**src/rtl/imem_loader.sv**
```systemverilog
// Boot-time instruction memory loader: assembles a little-endian byte stream into
// 32-bit words, writes them from address 0, and holds the core in reset meanwhile.
module imem_loader #(
  parameter int unsigned MEM_DEPTH = 256,
  parameter int unsigned LEN_W     = $clog2(MEM_DEPTH) + 1
) (
  input  logic             clk_i,
  input  logic             rst_ni,
  input  logic             start_i,
  input  logic [LEN_W-1:0] len_words_i,
  input  logic             abort_i,
  input  logic             byte_valid_i,
  input  logic [7:0]       byte_data_i,
  output logic             byte_ready_o,
  input  logic [31:0]      fetch_addr_i,
  output logic [31:0]      mem_addr_o,
  output logic             mem_we_o,
  output logic [31:0]      mem_wdata_o,
  output logic             core_rst_no,
  output logic             busy_o,
  output logic             done_o,
  output logic             err_o
);

  typedef enum logic [1:0] {
    S_IDLE  = 2'd0,
    S_RECV  = 2'd1,
    S_WRITE = 2'd2
  } state_e;

  state_e           r_state;
  state_e           w_state_nxt;

  logic [LEN_W-1:0] r_word_cnt;
  logic [LEN_W-1:0] r_len_q;
  logic [1:0]       r_byte_idx;
  logic [31:0]      r_word_q;
  logic             r_done;
  logic             r_err;
  logic             r_busy;
  logic             r_core_rst_n;

  logic             w_hs;
  logic             w_last;
  logic             w_len_zero;
  logic             w_len_big;
  logic             w_done_set;
  logic             w_err_set;
  logic [31:0]      w_wr_addr;

  assign w_hs       = (r_state == S_RECV) && byte_valid_i;
  assign w_last     = (r_word_cnt + LEN_W'(1)) == r_len_q;
  assign w_len_zero = (len_words_i == '0);
  assign w_len_big  = (len_words_i > LEN_W'(MEM_DEPTH));
  assign w_wr_addr  = 32'({r_word_cnt, 2'b00});

  // State register
  always_ff @(posedge clk_i or negedge rst_ni) begin
    if (!rst_ni) begin
      r_state <= S_IDLE;
    end else begin
      r_state <= w_state_nxt;
    end
  end

  // Next-state logic
  always_comb begin
    w_state_nxt = r_state;
    case (r_state)
      S_IDLE: begin
        if (start_i && !w_len_zero && !w_len_big) begin
          w_state_nxt = S_RECV;
        end
      end
      S_RECV: begin
        if (abort_i) begin
          w_state_nxt = S_IDLE;
        end else if (w_hs && (r_byte_idx == 2'd3)) begin
          w_state_nxt = S_WRITE;
        end
      end
      S_WRITE: begin
        if (abort_i || w_last) begin
          w_state_nxt = S_IDLE;
        end else begin
          w_state_nxt = S_RECV;
        end
      end
      default: w_state_nxt = S_IDLE;
    endcase
  end

  // State-decoded outputs and pulse requests; abort wins over completion
  always_comb begin
    byte_ready_o = 1'b0;
    mem_we_o     = 1'b0;
    mem_addr_o   = fetch_addr_i;
    w_done_set   = 1'b0;
    w_err_set    = 1'b0;
    case (r_state)
      S_IDLE: begin
        if (start_i) begin
          w_done_set = w_len_zero;
          w_err_set  = w_len_big;
        end
      end
      S_RECV: begin
        byte_ready_o = 1'b1;
        mem_addr_o   = w_wr_addr;
        w_err_set    = abort_i;
      end
      S_WRITE: begin
        mem_we_o   = 1'b1;
        mem_addr_o = w_wr_addr;
        w_err_set  = abort_i;
        w_done_set = !abort_i && w_last;
      end
      default: begin
        byte_ready_o = 1'b0;
      end
    endcase
  end

  // Datapath and registered status outputs
  always_ff @(posedge clk_i or negedge rst_ni) begin
    if (!rst_ni) begin
      r_word_cnt   <= '0;
      r_len_q      <= '0;
      r_byte_idx   <= '0;
      r_word_q     <= '0;
      r_done       <= 1'b0;
      r_err        <= 1'b0;
      r_busy       <= 1'b0;
      r_core_rst_n <= 1'b1;
    end else begin
      r_done       <= w_done_set;
      r_err        <= w_err_set;
      r_busy       <= (w_state_nxt != S_IDLE);
      r_core_rst_n <= (w_state_nxt == S_IDLE);
      if ((r_state == S_IDLE) && (w_state_nxt == S_RECV)) begin
        r_len_q    <= len_words_i;
        r_word_cnt <= '0;
        r_byte_idx <= '0;
      end
      if (w_hs && !abort_i) begin
        r_word_q[{r_byte_idx, 3'b000} +: 8] <= byte_data_i;
        r_byte_idx                          <= r_byte_idx + 2'd1;
      end
      if (r_state == S_WRITE) begin
        r_word_cnt <= r_word_cnt + LEN_W'(1);
      end
    end
  end

  assign mem_wdata_o = r_word_q;
  assign done_o      = r_done;
  assign err_o       = r_err;
  assign busy_o      = r_busy;
  assign core_rst_no = r_core_rst_n;

endmodule

```
**config.mk**
```make
export PLATFORM = sky130hd
export DESIGN_NAME = imem_loader
export DESIGN_NICKNAME = d
export VERILOG_FILES = /design/src/rtl/imem_loader.sv
export SDC_FILE = /design/constraint.sdc
export NUM_CORES = 1
export LEC_CHECK = 0
export CAP_MARGIN = 15
export CORE_MARGIN = 4
export CORE_UTILIZATION = 35
export DETAILED_ROUTE_END_ITERATION = 6
export GPL_TIMING_DRIVEN = 0
export PLACE_DENSITY = 0.64
export REMOVE_ABC_BUFFERS = 1
export SYNTH_ARGS = -nofsm -noshare
export SYNTH_HDL_FRONTEND = slang
export SYNTH_SLANG_ARGS = --single-unit
```
**constraint.sdc**
```tcl
create_clock -name clk_i -period 3.4 [get_ports clk_i]
set_clock_uncertainty 0.1 [all_clocks]
set_input_delay 0.68 -clock clk_i [delete_from_list [all_inputs] [get_ports clk_i]]
set_output_delay 0.68 -clock clk_i [all_outputs]
set_load 0.005 [all_outputs]
```
* Word level (Yosys, flattened, before mapping)
Index checks and enable logic that the tools add are counted.
** Operators by class
- $add $sub $neg :: 3
- $mul :: 0
- Divide/modulo/power cells :: 0
- Magnitude comparators :: 1
- Eq/ne operators :: 5
- Shift-type cells :: 2
- Multiplexer cells :: 17
- Bitwise operators :: 0
- Reduce and logical (&&, ||, !) cells :: 18
** Operator list (count)
- 32-bit bitwise mux :: 1
- 32-bit 2-to-1 mux :: 1
- 8-bit by 7-bit variable shift with 32-bit output, first input constant :: 1
- 8-bit by 7-bit variable part select with 32-bit output :: 1
- 9-bit 2-to-1 mux :: 2
- 2-bit 2-to-1 mux :: 5
- 9-bit by 1-bit adder with 9-bit output, second input constant :: 1
- 9-bit == test :: 1
- 9-bit > comparator, second input constant :: 1
- 9-bit zero test :: 1
- 1-bit logical AND :: 7
- 5-bit negation with 7-bit output :: 1
- 2-bit one-hot mux with 3 select lines :: 1
- 2-bit nonzero test :: 3
- 1-bit 2-to-1 mux :: 5
- 2-bit by 1-bit == test with 1-bit output, second input constant :: 2
- 2-bit == test, second input constant :: 2
- 2-bit zero test :: 2
- 1-bit one-hot mux with 2 select lines :: 2
- 1-bit zero test :: 3
- 2-bit by 1-bit adder with 2-bit output, second input constant :: 1
- 2-bit OR reduction :: 1
- 1-bit logical OR :: 1
** Word-level totals
- Bits in registers :: 58
- Bits in latches :: 0
- Memory bits (writable) :: 0
- Memory bits (read-only) :: 0
- Input bits :: 54
- Output and inout bits :: 70
- Memories kept :: 0

* Longest topological paths before layout
Gate-level depths: netlist of run 1.
- Depth after elaboration :: 10
- Gate-level depth with buffers :: 10

* Least setup slack after synthesis of run 1
Ideal clock, no wire load.
- Path kind :: register to register
- Start :: reg r_word_cnt[0]
- End :: reg r_len_q[1]
- Setup time :: 125 ps
- Arrival :: 2284 ps
- Required time :: 3175 ps
- Setup slack :: 891 ps
- Cell stages (with the launch flop) :: 11
- Cell sequence :: dfrtp_1 -> ha_1 -> buf_4 -> nand2_2 -> or4_1 -> nand3_1 -> nand4b_1 -> o41ai_2 -> a21oi_1 -> buf_6 -> mux2_4
** On the way
- Cells in the longest elaborated chain, start to end :: 7
** Ends and longest elaborated chain
- start: declaration :: RTL line 34 : logic [LEN_W-1:0] r_word_cnt;
- start signal: assignment :: RTL line 150 : r_word_cnt <= r_word_cnt + LEN_W'(1);
- 9-bit by 1-bit adder with 9-bit output :: RTL line 52 : assign w_last = (r_word_cnt + LEN_W'(1)) == r_len_q;
- 9-bit == test :: RTL line 52
- 1-bit logical OR :: RTL line 83 : if (abort_i || w_last) begin
- 1-bit 2-to-1 mux :: RTL line 83
- 2-bit one-hot mux with 3 select lines :: RTL line 69 : case (r_state)
- 2-bit by 1-bit == test with 1-bit output :: RTL line 140 : if ((r_state == S_IDLE) && (w_state_nxt == S_RECV)) begin
- 1-bit logical AND :: RTL line 140
- end signal: assignment :: RTL line 141 : r_len_q <= len_words_i;
- end: declaration :: RTL line 35 : logic [LEN_W-1:0] r_len_q;
Every way passes these cells.
A chain may end at the register's enable or synchronous reset.

* Worst setup path in the final report of run 1
- Start :: reg r_state[0]
- End :: out mem_addr_o[10]
** On the way
- Cells in the longest elaborated chain, start to end :: 3
** Ends and longest elaborated chain
- start: declaration :: RTL line 31 : state_e r_state;
- start signal: assignment :: RTL line 62 : r_state <= w_state_nxt;
- 2-bit by 1-bit == test with 1-bit output or 2-bit == test (tied branches) :: RTL line 100 : case (r_state)
- 2-bit OR reduction (no line) (*)
- 32-bit 2-to-1 mux (*) :: RTL line 100
- end: declaration :: RTL line 16 : output logic [31:0] mem_addr_o,
Every way passes the cells marked *; elsewhere a longest branch is shown, timed or not.

==> results of run 1 <==
-- power by group --
part           internal [mW]  switching [mW]  leakage, nW  total, mW
logic                  0.737           0.558         1.04       1.29
registers              0.853           0.179        0.773       1.03
clock network          0.430           0.270        0.109      0.700
total                   2.02            1.01         1.92       3.03
-- layer usage --
layer / up-vias / share of wire [%]
met4: 0 / 0.92
li1: 1394 / -
met3: 10 / 9.8
met5: - / 0
met1: 1331 / 40
met2: 81 / 49
-- metrics by stage --
step | total power, mW | instance area (µm²) | util [%] | std cells
after global placement | 2.312 | 4428 | 50.77 | 545
after CTS | 3.063 | 4672 | 53.57 | 563
after floorplan | 1.716 | 3062 | - | 314
after global routing | 3.242 | 4681 | 53.67 | 564
after detailed placement | 2.347 | 4451 | 51.03 | 547
final | 3.026 | 4681 | 53.67 | 564
-- layout by cell type (no fill, tap or decap), types with 3 or more instances in the layout --
cell type,count
clkdlybuf4s50_1,122
nand2_1,64
dfrtp_1,57
o21ai_0,32
nor2b_1,26
clkbuf_8,10
nor2_1,9
mux2_2,9
a21oi_1,9
a22o_1,9
ha_1,9
inv_1,8
nand3_1,8
mux2_4,8
a31oi_1,6
nor4_1,4
xor2_1,4
nor3b_1,4
nand4_1,4
xnor2_1,4
nand2b_1,4
o21ai_1,3
nor3_1,3
a21o_1,3
-- area by class of cell --
cell class	instances	area [µm²]
Clock buffer	11	141.4
Fill cell	801	4040
Timing Repair Buffer	126	1259
Inverter	8	30.03
Tap cell	108	135.1
Sequential cell	58	1453
Multi-Input combinational cell	248	1585
Clock inverter	5	77.57
-- registers in the layout, indices dropped and copies added (netlist names) --
| name | count |
|---|---|
| err_o | 1 |
| busy_o | 1 |
| core_rst_no | 1 |
| r_state | 2 |
| done_o | 1 |
| mem_wdata_o | 32 |
| r_word_cnt | 9 |
| r_len_q | 9 |
| r_byte_idx | 2 |
-- timing repair --
| item | 4_1_cts | 5_1_grt |
|---|---|---|
| pin swaps | 0 | 0 |
| resized for setup | 1 | 1 |
| endpoints found under the hold margin | 0 | 0 |
| setup endpoints to repair | 9 | 1 |
-- cells by family after synthesis --
kind of cell             share of synthesized area, %
flip-flops                                      46.14
AO/OA/AOI/OAI                                   14.43
XOR/XNOR                                        2.226
AND/OR/NAND/NOR                                 21.50
adder cells (fa/ha/maj)                         3.975
buffers and inverters                           3.696
multiplexers                                    8.029
-- how the worst max path moves through the flow --
stage,from,end,cells after the start
after floorplan,len_words_i[1],r_len_q[0]$_DFFE_PN0P_,7
after global placement,len_words_i[5],r_len_q[0]$_DFFE_PN0P_,8
after detailed placement,len_words_i[5],r_len_q[7]$_DFFE_PN0P_,9
after CTS,r_state[0]$_DFF_PN0_,mem_addr_o[10],4
after global routing,r_state[0]$_DFF_PN0_,mem_addr_o[10],4
final,r_state[0]$_DFF_PN0_,mem_addr_o[10],4
==> results.cfg, run 1 <==
[die]
fp.dieW_um = 102.8
die_y_um = 102.8
io_pins = 124
start_util_pct = 36.10
row_count = 34
die_area_um2 = 10580
coreArea_um2 = 8721

[sta]
fin_crit_sh_pct = 93.99
finalHoldViolCount = 0
fmax_mhz = 312.9
fin_crit_ns = 3.196
relSlewSlack_pct = 34.45
tightest_slew_ns = 0.9812
whs_ns = 0.2305
setup_violations = 0
setup_tns_ns = 0
grt_setup_unrepaired = false
slew_viol_final = 0
fin_ws_ns = 0.2044

[critical_path]
reg2reg_slack_ns = 0.35
r2r-start = r_word_cnt[0]$_DFFE_PN0P_
max_stage_delay_ns = 0.72
critical_path_class = register to primary output
timing.rr.end = r_len_q[7]$_DFFE_PN0P_
cp-end-kind = primary output
critical_path.cell_chain = inv_1 -> ha_2 -> mux2_2 -> clkdlybuf4s50_1
cp-start-kind = register
reg2regPathDepth = 9
cp_max_fo = 33
cp.arrival_ns = 2.42
critPathSlowestCell = ha_2
worstPathRequired_ns = 2.62
crit_buf_inv = 2
critPathTopFamily = adder cells

[pwr]
static-leakage-power_nw = 1.918
power.density_cell_area_nw_per_um2 = 646.5
ir_drop_mv = 0.2943

[run]
cap_violations = 0

[worst_hold_path]
hp-class = input pin to async pin

[global_route]
grt_antenna_before_repair = 0
grt_pass1_vias = 2806
track_usage_pct = 16.55
grt_max_degree = 37
use_met1_pct = 19.54
grt_overflow = 0
gr-usage-met3_pct = 7.781
met2_usage_pct = 27.26
grt_pass1_wl_um = 13720
grt-busiest-layer = met2

[synthesis]
ys_ff_latch = 58
syn_area_um2 = 3148
yosysSeqAreaShare_pct = 46.14
ys_types = 47
avgSynthCellArea_um2 = 9.511
synth.largest_area_cell = dfrtp_1
synth_top_area_share_pct = 45.31
ys.flop_type = dfrtp_1
ys.warnings.count = 0
async_reset_ff_share_pct = 100.0
synth_cells = 331
synthTopCellsByArea = dfrtp_1 45%, nand2_1 7.6%, nor2b_1 5.2%, o21ai_0 5.1%, ha_1 4.0%
synth_most_common_cell = nand2_1
synth-edff-count = 0
yosys-top-cells-count = 64 x nand2_1, 57 x dfrtp_1, 32 x o21ai_0

[cts]
clkLatencyLatePin_ns = 0.33
cts_htree_levels = 3
cts-root-buf = clkbuf_8
cts_sinks = 58
hold_buffers = 0
clkSlewWorstSetupHoldPaths_ns = 0.06
post_cts_buffers = 0
cts_max_path_buffers = 2
tritoncts = done
cts_buffers = 9

[drt]
antenna_left = 0
drt_iter0_drc = 84
drc_errors = 0
viasPerCell = 4.993
drt-pass1-iter-count = 4
drt_wl_total_um = 8660
vias = 2816
wl_per_cell_um = 15.35

[place]
gp_congestion = 0.8302
hpwl_um = 6578
io_buffers = 123
dp_worst_setup_slack_ns = -0.1327

[cells_and_area]
drive_gt1_share_pct = 9.430
diodes = 0
nNetsFinal = 515
area_growth_pct = 48.69

[run_status]
outcome = finished clean
Note: power is estimated with default switching activity, not from simulation.
==> run 2: changes to the inputs <==
--- a/config.mk
+++ b/config.mk
@@ -7,11 +7,10 @@
 export LEC_CHECK = 0
 export CAP_MARGIN = 15
 export CORE_MARGIN = 4
-export CORE_UTILIZATION = 35
+export CORE_UTILIZATION = 40
 export DETAILED_ROUTE_END_ITERATION = 6
 export GPL_TIMING_DRIVEN = 0
-export PLACE_DENSITY = 0.64
-export REMOVE_ABC_BUFFERS = 1
+export PLACE_DENSITY = 0.72
 export SYNTH_ARGS = -nofsm -noshare
 export SYNTH_HDL_FRONTEND = slang
 export SYNTH_SLANG_ARGS = --single-unit
==> run 2 against run 1 <==
  * Clock power hardly changed
  * Register-to-register slack better by 0.15 ns
  * Sequential cell count stayed put
  * Final area is 1.4% higher
  * Count of clock-buffer cells in the layout is 2 lower
  * Worst hold slack worse by 0.051 ns
  * Largest power group unchanged
  * Highest routed layer unchanged
  * Non-clock buffer count is 16 higher
  * Worst setup slack worse by 0.047 ns
  * Critical endpoint unchanged
  * First-iteration DRC count is 77% higher
  * Combinational power is 8% higher
  * Core utilization is 8.1 points higher
==> results.cfg, run 2 (same netlist as run 1, synthesis figures left out) <==
[cells_and_area]
largest_reg_flops = 32
area_growth_pct = 50.76
drive_gt1_share_pct = 10.38
diodes = 0
nNetsFinal = 531
instances_no_fill = 574
utilization_pct = 61.73
layout_commonest_cell = clkdlybuf4s50_1
layout_common_cells = 122 x clkdlybuf4s50_1, 64 x nand2_1, 57 x dfrtp_1

[drt]
viasPerCell = 4.965
wl_per_cell_um = 15.56
drt_iter0_drc = 149
vias = 2850
drc_errors = 0
drt-pass1-iter-count = 4
antenna_left = 0
drt_wl_total_um = 8933

[die]
start_util_pct = 40.95
fp.dieW_um = 96.72
io_pins = 124
coreArea_um2 = 7687
die_area_um2 = 9354
row_count = 32
die_y_um = 96.72

[sta]
relSlewSlack_pct = 32.46
fin_crit_sh_pct = 95.36
tightest_slew_ns = 1.011
setup_tns_ns = 0
slew_viol_final = 0
fin_crit_ns = 3.242
setup_violations = 0
grt_setup_unrepaired = false
fmax_mhz = 308.4
whs_ns = 0.1794
finalHoldViolCount = 0

[critical_path]
cp.arrival_ns = 2.46
worstPathRequired_ns = 2.62
critPathSlowestCell = clkdlybuf4s50_1
reg2regPathDepth = 10
critical_path.cell_chain = inv_1 -> ha_1 -> clkbuf_1 -> clkbuf_2 -> mux2_2 -> clkdlybuf4s50_1
reg2reg_slack_ns = 0.50
cp-end-kind = primary output
crit_buf_inv = 4
critical_path_class = register to primary output
max_stage_delay_ns = 0.45
worst-path-stages = 6
worstSetupStartpoint = r_state[0]$_DFF_PN0_
r2r-start = r_word_cnt[0]$_DFFE_PN0P_
cp-start-kind = register
critPathTopFamily = buffers and inverters
cp_max_fo = 10
cp-endpoint = mem_addr_o[10]
timing.rr.end = r_len_q[7]$_DFFE_PN0P_

[cts]
cts_max_path_buffers = 2
cts_buffers = 9
cts-root-buf = clkbuf_8
clkLatencyLatePin_ns = 0.34
hold_buffers = 0
tritoncts = done
post_cts_buffers = 0
clkSlewWorstSetupHoldPaths_ns = 0.07
cts_sinks = 58
cts_htree_levels = 3
cts_resized = 1

[synthesis]
synth_nets = 395

[pwr]
sw_frac_of_total_pct = 34.30
p_comb_share_pct = 45.0
total_power_mw = 3.078
p_int_mw = 2.022
power.density_cell_area_nw_per_um2 = 648.5
p_clk_share_pct = 22.7
static-leakage-power_nw = 1.964
power_frac_seq_pct = 32.2
p_sw_mw = 1.056
ir_drop_mv = 0.2810

[global_route]
grt_max_degree = 41
grt_pass1_wl_um = 15170
grt_overflow = 0
track_usage_pct = 19.62
grt_pass1_vias = 2963
grt_antenna_before_repair = 0

[run_status]
outcome = finished clean

[place]
gp_congestion = 0.9248
io_buffers = 123
dp.cells = 557
hpwl_um = 6908

[run]
cap_violations = 0

[worst_hold_path]
hp-class = input pin to async pin
[run 2: cell types whose count changed in the layout (fill, tap and decap cells not counted), sizes merged]
cell / before / now
clkinvlp: 1 / 2
buf: 3 / 9
clkbuf: 12 / 20
clkinv: 2 / 3
[run 2: layer usage]
layer	share of wire [%]	global-route usage [%]
met1	43	25.01
met2	51	32.80
met3	4.2	5.047
met4	1.3	5.832
met5	0	0
[run 2: how the worst min path moves through the flow]
stage / start / to / depth (start not counted)
final: rst_ni / r_len_q[2]$_DFFE_PN0P_ / 1
after global placement: mem_wdata_o[13]$_DFFE_PN0P_ / mem_wdata_o[13]$_DFFE_PN0P_ / 2
after CTS: rst_ni / r_len_q[2]$_DFFE_PN0P_ / 1
after detailed placement: mem_wdata_o[12]$_DFFE_PN0P_ / mem_wdata_o[12]$_DFFE_PN0P_ / 2
after floorplan: rst_ni / busy_o$_DFF_PN0_ / 0
after global routing: rst_ni / r_len_q[2]$_DFFE_PN0P_ / 1
[run 2: power groups by stage]
stage          registers, mW  logic, mW  clock network, mW
2_1_floorplan          0.970      0.784                  0
3_3_place_gp           0.996       1.36                  0
3_5_place_dp           0.999       1.39                  0
4_1_cts                0.991       1.40              0.718
5_1_grt                 1.02       1.53              0.753
6_report               0.991       1.39              0.700
[run 2: per-stage QoR]
step                instance area, µm²  worst slack, ns
floorplan                         3148           0.8906
global placement                  4507          -0.2779
detailed placement                4522          0.05117
CTS                               4741           0.1014
global route                      4746         0.007296
finish                            4746           0.1576
[run 2: cell type report]
type / count / area, µm²
flip-flops and latches: 58 / 1453
fillers: 673 / 2942
inverters: 8 / 30.03
clock buffers: 9 / 123.9
repair buffers: 125 / 1251
clock inverters: 7 / 93.84
well taps: 102 / 127.6
plain buffers: 17 / 87.58
multi-input cells: 248 / 1579
==> run 3: changes to the inputs <==
--- a/config.mk
+++ b/config.mk
@@ -6,10 +6,11 @@
 export NUM_CORES = 1
 export LEC_CHECK = 0
 export CAP_MARGIN = 15
-export CORE_MARGIN = 4
+export CORE_MARGIN = 1.5
 export CORE_UTILIZATION = 40
 export DETAILED_ROUTE_END_ITERATION = 6
 export GPL_TIMING_DRIVEN = 0
+export MAX_ROUTING_LAYER = met4
 export PLACE_DENSITY = 0.72
 export SYNTH_ARGS = -nofsm -noshare
 export SYNTH_HDL_FRONTEND = slang
==> run 3 against run 2 <==
  * Die area down 10%
  * Count of clock-buffer cells in the layout up 3
  * Largest power group unchanged
  * Sequential share of layout area about the same
  * Largest cell class unchanged
  * Total power down 0.27%
  * Cell count stayed put
  * Maximum frequency is 1.9% higher
  * Critical endpoint unchanged
==> results.cfg, run 3 (same netlist as run 1, synthesis figures left out) <==
[run_status]
outcome = finished clean

[pwr]
ir_drop_mv = 0.3689
power.density_cell_area_nw_per_um2 = 646.3
total_power_mw = 3.069
static-leakage-power_nw = 1.961

[cells_and_area]
diodes = 0
nNetsFinal = 531
area_growth_pct = 50.83
layout_commonest_cell = clkdlybuf4s50_1
nFillCells = 696
drive_gt1_share_pct = 9.958
instances_no_fill = 574
largest_reg_flops = 32
layout_common_cells = 122 x clkdlybuf4s50_1, 64 x nand2_1, 57 x dfrtp_1

[critical_path]
r2r-start = r_word_cnt[0]$_DFFE_PN0P_
worstPathRequired_ns = 2.62
cp-end-kind = primary output
cp-start-kind = register
cp_max_fo = 10
cp.arrival_ns = 2.40
reg2reg_slack_ns = 0.54
critical_path_class = register to primary output
reg2regPathDepth = 10
timing.rr.end = r_len_q[5]$_DFFE_PN0P_

[sta]
fmax_mhz = 314.1
whs_ns = 0.2568
fin_crit_sh_pct = 93.63
tightest_slew_ns = 0.9747
grt_setup_unrepaired = false
setup_violations = 0
finalHoldViolCount = 0
slew_viol_final = 0
fin_ws_ns = 0.2167
relSlewSlack_pct = 34.88
fin_crit_ns = 3.183
setup_tns_ns = 0

[worst_hold_path]
hp-class = input pin to async pin

[drt]
drt_wl_total_um = 8619
antenna_left = 0
wl_per_cell_um = 15.02
vias = 2886
drc_errors = 0
drt-pass1-iter-count = 5
drt_iter0_drc = 180
viasPerCell = 5.028

[place]
io_buffers = 123
hpwl_um = 6526
dp_worst_setup_slack_ns = 0.1109
dp.cells = 557
gp_congestion = 0.8717

[die]
coreArea_um2 = 7687
die_area_um2 = 8412
io_pins = 124
die_y_um = 91.72
fp.dieW_um = 91.72
row_count = 32
start_util_pct = 40.95

[global_route]
grt_pass1_wl_um = 13790
grt_antenna_before_repair = 0
grt_overflow = 0
track_usage_pct = 21.18
grt_max_degree = 35
grt_pass1_vias = 2744

[cts]
tritoncts = done
cts_buffers = 9
cts_max_path_buffers = 2
hold_buffers = 0
cts-root-buf = clkbuf_8
cts_htree_levels = 3
cts_sinks = 58
clkLatencyLatePin_ns = 0.33
clkSlewWorstSetupHoldPaths_ns = 0.07

[synthesis]
synth_nets = 395

[run]
cap_violations = 0
==> run 3: layer usage <==
layer	vias to the layer above	share of wire [%]	track usage (%)
met1	1393	46	28.18
li1	1423	-	-
met5	-	0	-
met4	0	1.4	6.795
met2	61	49	32.84
met3	9	3.5	3.980
==> run 3: repair_timing <==
| action | in CTS | in global routing |
|---|---|---|
| setup buffers | 0 | 0 |
| gates resized for setup | 1 | 1 |
| endpoints found under the setup margin | 1 | 1 |
==> run 3: stage by stage <==
| stage | util [%] | instance area, µm² |
|---|---|---|
| floorplan | - | 3148 |
| global placement | 58.63 | 4507 |
| detailed placement | 58.82 | 4522 |
| CTS | 61.70 | 4743 |
| global route | 61.77 | 4748 |
| finish | 61.77 | 4748 |
==> run 3: worst max-delay path by stage <==
stage          depth (start not counted)  slack (ns)                     endpoint                      start
2_1_floorplan                         10        0.89       r_len_q[1]$_DFFE_PN0P_  r_word_cnt[0]$_DFFE_PN0P_
5_1_grt                                6        0.01               mem_addr_o[10]       r_state[0]$_DFF_PN0_
6_report                               6        0.22               mem_addr_o[10]       r_state[0]$_DFF_PN0_
4_1_cts                                6        0.15               mem_addr_o[10]       r_state[0]$_DFF_PN0_
3_5_place_dp                           9        0.11       r_len_q[5]$_DFFE_PN0P_             len_words_i[5]
3_3_place_gp                           1       -0.24  mem_wdata_o[13]$_DFFE_PN0P_                     rst_ni
==> run 3: report_power, final <==
part	switching, mW	internal, mW	total (mW)	leakage [nW]
Sequential	0.139	0.854	0.992	0.773
Clock	0.262	0.433	0.695	0.103
Combinational	0.624	0.757	1.38	1.09
==> run 3: final cells by class <==
cell class	count	area (µm²)	area share, %
multi-input combinational	248	1579	33.25
sequential	58	1453	30.59
timing repair buffer	125	1251	26.35
clock buffer	12	145.1	3.057
tap	102	127.6	2.688
buffer	17	87.58	1.845
clock inverter	4	75.07	1.581
inverter	8	30.03	0.6324
==> run 3: worst max-delay path: stages (launching register included) <==
cell             delay, ns
dfrtp_1               0.40
inv_1                 0.08
ha_1                  0.27
clkbuf_1              0.23
buf_2                 0.28
mux2_2                0.35
clkdlybuf4s50_1       0.45
